[src/rtl/ext_int_source.sv]
// ext_int_source
//   Memory-mapped external interrupt generator sitting on the CPU data bus.
//   After a programmable number of cycles it raises `interrupt` and holds it
//   until the CPU acknowledges with a full-word access to ACK_ADDR. It can give
//   up after ACK_TIMEOUT cycles, which sets a sticky TIMEOUT flag. It also
//   counts accepted acks. It can run one-shot or periodic.
//
// Ports
//   clk        in   rising-edge system clock
//   reset      in   asynchronous, active-high reset
//   addr       in   [31:0] data-bus byte address
//   byteen     in   [3:0]  data-bus byte enables (4'b1111 = full word)
//   wdata      in   [31:0] data-bus write data
//   rdata      out  [31:0] register read data, combinational from addr
//   interrupt  out  registered interrupt request (high while in ASSERT)
//
// Register map (offsets from BASE_ADDR)
//   +0x0 CTRL    RW     [0] EN, [1] PERIODIC
//   +0x4 PERIOD  RW     cycle count, 0 behaves as 1
//   +0x8 STATUS  R/W1C  [1:0] state, [2] TIMEOUT (write 1 to clear)
//   +0xC ACKCNT  RO     accepted-ack count, wraps

module ext_int_source #(
   parameter logic [31:0] BASE_ADDR   = 32'h0000_7F30,
   parameter logic [31:0] ACK_ADDR    = 32'h0000_7F20,
   parameter int          ACK_TIMEOUT = 1024
) (
   input  logic        clk,
   input  logic        reset,
   input  logic [31:0] addr,
   input  logic [3:0]  byteen,
   input  logic [31:0] wdata,
   output logic [31:0] rdata,
   output logic        interrupt
);

   localparam int TW = (ACK_TIMEOUT > 2) ? $clog2(ACK_TIMEOUT) : 1;

   typedef enum logic [1:0] {
      S_IDLE   = 2'd0,
      S_COUNT  = 2'd1,
      S_ASSERT = 2'd2,
      S_DONE   = 2'd3
   } state_t;

   state_t        state_q, state_d;
   logic [31:0]   cnt_q, cnt_d;
   logic [TW-1:0] tmr_q, tmr_d;
   logic          en_q, en_d;
   logic          per_q, per_d;
   logic [31:0]   period_q, period_d;
   logic          timeout_q, timeout_d;
   logic [31:0]   ackcnt_q, ackcnt_d;
   logic          int_q;

   logic          hit, wr, ack;
   logic [31:0]   reload;

   // Base is 16-byte aligned, so the 4-word window is decoded on addr[31:4].
   assign hit    = (addr[31:4] == BASE_ADDR[31:4]);
   assign wr     = hit && (byteen == 4'b1111);
   assign ack    = (addr == ACK_ADDR) && (byteen == 4'b1111);
   // PERIOD of 0 counts like 1: both load 0 and assert on the following edge.
   assign reload = (period_q == 32'd0) ? 32'd0 : period_q - 32'd1;

   always_comb begin
      rdata = '0;
      if (hit) begin
         case (addr[3:2])
            2'd0: rdata = {30'd0, per_q, en_q};
            2'd1: rdata = period_q;
            2'd2: rdata = {29'd0, timeout_q, state_q};
            default: rdata = ackcnt_q;
         endcase
      end
   end

   always_comb begin
      state_d   = state_q;
      cnt_d     = cnt_q;
      tmr_d     = tmr_q;
      en_d      = en_q;
      per_d     = per_q;
      period_d  = period_q;
      timeout_d = timeout_q;
      ackcnt_d  = ackcnt_q;

      case (state_q)
         S_IDLE: begin
            if (en_q) begin
               state_d = S_COUNT;
               cnt_d   = reload;
            end
         end
         S_COUNT: begin
            if (!en_q) begin
               state_d = S_IDLE;
            end else if (cnt_q == 32'd0) begin
               state_d = S_ASSERT;
               tmr_d   = '0;
            end else begin
               cnt_d = cnt_q - 32'd1;
            end
         end
         S_ASSERT: begin
            // Clearing EN here does not withdraw a request already raised.
            if (ack) begin
               state_d  = S_DONE;
               ackcnt_d = ackcnt_q + 32'd1;
            end else if (tmr_q == TW'(ACK_TIMEOUT - 1)) begin
               state_d   = S_DONE;
               timeout_d = 1'b1;
            end else begin
               tmr_d = tmr_q + 1'b1;
            end
         end
         default: begin
            if (per_q && en_q) begin
               state_d = S_COUNT;
               cnt_d   = reload;
            end else begin
               state_d = S_IDLE;
               if (!per_q) en_d = 1'b0;
            end
         end
      endcase

      // Bus writes come last so they override the hardware one-shot EN clear.
      if (wr) begin
         case (addr[3:2])
            2'd0: begin
               en_d  = wdata[0];
               per_d = wdata[1];
            end
            2'd1: period_d = wdata;
            2'd2: if (wdata[2]) timeout_d = 1'b0;
            default: ;
         endcase
      end
   end

   always_ff @(posedge clk or posedge reset) begin
      if (reset) begin
         state_q   <= S_IDLE;
         cnt_q     <= '0;
         tmr_q     <= '0;
         en_q      <= 1'b0;
         per_q     <= 1'b0;
         period_q  <= '0;
         timeout_q <= 1'b0;
         ackcnt_q  <= '0;
         int_q     <= 1'b0;
      end else begin
         state_q   <= state_d;
         cnt_q     <= cnt_d;
         tmr_q     <= tmr_d;
         en_q      <= en_d;
         per_q     <= per_d;
         period_q  <= period_d;
         timeout_q <= timeout_d;
         ackcnt_q  <= ackcnt_d;
         int_q     <= (state_d == S_ASSERT);
      end
   end

   assign interrupt = int_q;

endmodule

[config.mk]
export PLATFORM = sky130hd
export DESIGN_NAME = ext_int_source
export DESIGN_NICKNAME = d
export VERILOG_FILES = /design/src/rtl/ext_int_source.sv
export SDC_FILE = /design/constraint.sdc
export NUM_CORES = 1
export LEC_CHECK = 0
export ABC_AREA = 1
export BUFFER_PORTS_ARGS = -buffer_cell sky130_fd_sc_hd__buf_2
export CAP_MARGIN = 0
export CELL_PAD_IN_SITES_DETAIL_PLACEMENT = 2
export CELL_PAD_IN_SITES_GLOBAL_PLACEMENT = 2
export CORE_UTILIZATION = 35
export CTS_CLUSTER_DIAMETER = 100
export CTS_CLUSTER_SIZE = 24
export DETAILED_ROUTE_END_ITERATION = 7
export GPL_ROUTABILITY_DRIVEN = 0
export GPL_TIMING_DRIVEN = 0
export PLACE_DENSITY = 0.95
export SYNTH_ARGS = -nofsm -noshare
export SYNTH_HDL_FRONTEND = slang
export SYNTH_SLANG_ARGS = --single-unit
export TNS_END_PERCENT = 50
[constraint.sdc]
create_clock -name clk -period 12.2 [get_ports clk]
set_input_delay 3.05 -clock clk [delete_from_list [all_inputs] [get_ports clk]]
set_output_delay 3.05 -clock clk [all_outputs]
set_load 0.01 [all_outputs]
==> reports/metrics.yaml <==
outcome:
  outcome: "complete, no violations"
detailed_routing:
  wl_per_cell_um: 23.0
  vias: 9477
  ant_nets: 0
  wl_um: 39000
  remaining_drc_errors: 0
  dr.pass1.iters: 5
  dr.first_iter.drc_count: 475
  vias_per_cell: 5.59
min_path:
  holdPathStages: 1
  hold_class: "reg -> reg"
sta:
  finalSetupTns_ns: 0
  slew_violations: 0
  min_period_over_period_pct: 64.0
  finClkSkew_ns: 0.0212
  max_freq_ghz: 0.128
  worst_slew_pin_slew_ns: 0.638
  period_needed_ns: 7.80
  rsz0062_at_grt: "false"
  finalWorstSetupSlack_ns: 4.40
  hold_slack_ns: 0.521
  setup_viol: 0
  slew_headroom_pct: 57.5
  hold_viol_final: 0
clocking:
  cts_tree: "done"
  cts_hold_buf: 0
  clk_pin_slew_ns: 0.09
  cts_made_buffers: 9
  clock-root-buffer: "clkbuf_16"
  cts_sinks: 112
  clock_latency_ns: 0.38
  cts.path.max_buffers: 2
  post_cts_buffers: 0
  cts_resized: 0
  htree_levels: 3
layout:
  n_antenna_cell: 0
  area_growth_pct: 15.4
  stdcell_count: 1696
  nets: 1453
  final_layout_size_suffix_gt1_share_pct: 15.3
  final_util_pct: 41.6
placed_design:
  numPortBuffers: 102
  hpwlAfterDp_um: 29900
  dpl_worst_slack_ns: 4.42
  dp.cells: 1680
synthesis:
  synthCells: 1264
  syn_avg_cell_area_um2: 6.53
  syn_area_um2: 8260
  synth_warnings: 0
  synth_seq_area_share_pct: 33.9
  synthesis.nets: 1339
  ys_ff_latch: 112
  synth.distinct_cells: 40
worst_setup_path:
  r2r_cells: 10
  cp_slowest_cell: "clkbuf_1"
  crit_chain: "buf_2 > nor2_1 > nand2_1 > nor2_1 > nand2_1 > nor2_1 > nand2_2 > clkbuf_1 > a21oi_1 > buf_2"
  path_depth: 10
  path_buf_inv: 3
  cp_common_cell: "nor2_1"
  required_ns: 9.15
  crit_arrival_ns: 4.75
  cp-end-kind: "output port"
  critical_path.startpoint_type: "input port"
  worst_path_largest_cell_delay_ns: 0.30
  crit_type: "in -> out"
  cp_top_family: "simple AND/OR/NAND/NOR gates"
  path_max_fanout: 10
die:
  row_count: 55
  ioPinCount: 103
  die_height_um: 156
  die_area_um2: 24200
  start_util_pct: 36.0
  core-area_um2: 22900
  die_w_um: 156
grt:
  busiest_layer: "met2"
  grt_util_met1_pct: 37.0
  overflow: 0
  globalRouteMet2Util_pct: 61.2
  grt_pass1_vias: 10800
  grt_pass1_wl_um: 61100
  grt_max_degree: 65
  met3_usage_pct: 3.67
  antenna_found_initial: 0
  track_usage_pct: 33.1
power:
  powerDensity_nw_per_um2: 80.1
  ir_drop_uv: 68.4
  power.leakage_nw: 5.07
job:
  drv_cap: 0
## metal layers
metal / vias to the layer above / routed length (um)
met5: - / 0
met4: 0 / 1950
met3: 111 / 1300
met2: 290 / 20300
met1: 4830 / 15500
li1: 4246 / -
## cell usage after synthesis (all sizes together)
master,number,area (um^2)
nand3,97,521
inv,98,368
o21bai,11,82.6
a221oi,2,17.5
nand3b,9,67.6
o21ai,49,294
xnor2,11,96.3
a21o,1,7.51
nand2,480,1830
a21oi,55,275
xor2,32,280
or2,1,6.26
buf,27,209
nor3b,2,15.0
and2,3,18.8
ha,5,62.6
dfrtp,112,2800
nand4,29,181
nor3,30,186
and3,2,12.5
nor2,195,865
clkbuf,11,41.3
a211oi,1,7.51
a31oi,1,6.26
## kinds of logic (layout without fill, tap and decap cells)
family	after synthesis	after routing	synth area share (%)
AO/OA/AOI/OAI	120	120	8.37
XOR/XNOR	43	43	4.56
adder cells (fa/ha/maj)	5	5	0.758
buffers and inverters	136	255	7.49
flip-flops	112	112	33.9
AND/OR/NAND/NOR	848	848	44.9
## sequential cells by signal, summed over array words and instances (netlist names)
signal	cells
interrupt	1
state_q	2
cnt_q	32
per_q	1
tmr_q	10
en_q	1
period_q	32
ackcnt_q	32
timeout_q	1
## cells in the final DEF, fill, tap and decap left out, drive strengths merged, types with 3 or more instances in the layout
| cell | netlist | final |
|---|---|---|
| o21ai | 49 | 49 |
| xor2 | 32 | 32 |
| nand3b | 9 | 9 |
| ha | 5 | 5 |
| buf | 27 | 130 |
| dfrtp | 112 | 112 |
| nor2 | 195 | 195 |
| a21oi | 55 | 55 |
| nor3 | 30 | 30 |
| inv | 98 | 101 |
| nand3 | 97 | 97 |
| and2 | 3 | 3 |
| xnor2 | 11 | 11 |
| nand4 | 29 | 29 |
| o21bai | 11 | 11 |
| nand2 | 480 | 480 |
| clkbuf | 11 | 20 |
## metrics by stage
step	cell area, um^2	total power, mW
3_3_place_gp	9160	0.410
6_report	9530	0.763
2_1_floorplan	8260	0.392
3_5_place_dp	9190	0.414
4_1_cts	9530	0.765
5_1_grt	9530	0.777
## report_power, final
group	internal [mW]	switching, mW
Clock	0.186	0.171
Combinational	0.0118	0.0236
Sequential	0.371	0.00000000109
Total	0.568	0.195
## cell type report
cell class / instances / area, um^2
well taps: 313 / 392
repair buffers: 103 / 538
clock buffers: 9 / 225
fillers: 2796 / 13400
multi-input cells: 1016 / 4830
flip-flops and latches: 112 / 2800
clock inverters: 7 / 113
inverters: 98 / 373
plain buffers: 38 / 250
## final timing paths
path,slack (ns),start,endpoint
worst max-delay path,4.40,addr[17],rdata[8]
worst min-delay path,0.52,ackcnt_q[17]$_DFFE_PP0P_,ackcnt_q[17]$_DFFE_PP0P_
worst max register to register,9.87,cnt_q[0]$_DFFE_PP0P_,cnt_q[20]$_DFFE_PP0P_
worst min register to register,0.52,ackcnt_q[17]$_DFFE_PP0P_,ackcnt_q[17]$_DFFE_PP0P_
max in group asynchronous,8.75,reset,period_q[18]$_DFFE_PP0P_
min in group asynchronous,2.71,reset,tmr_q[9]$_DFFE_PP0P_
No activity file was read; power rests on OpenSTA's default activity.
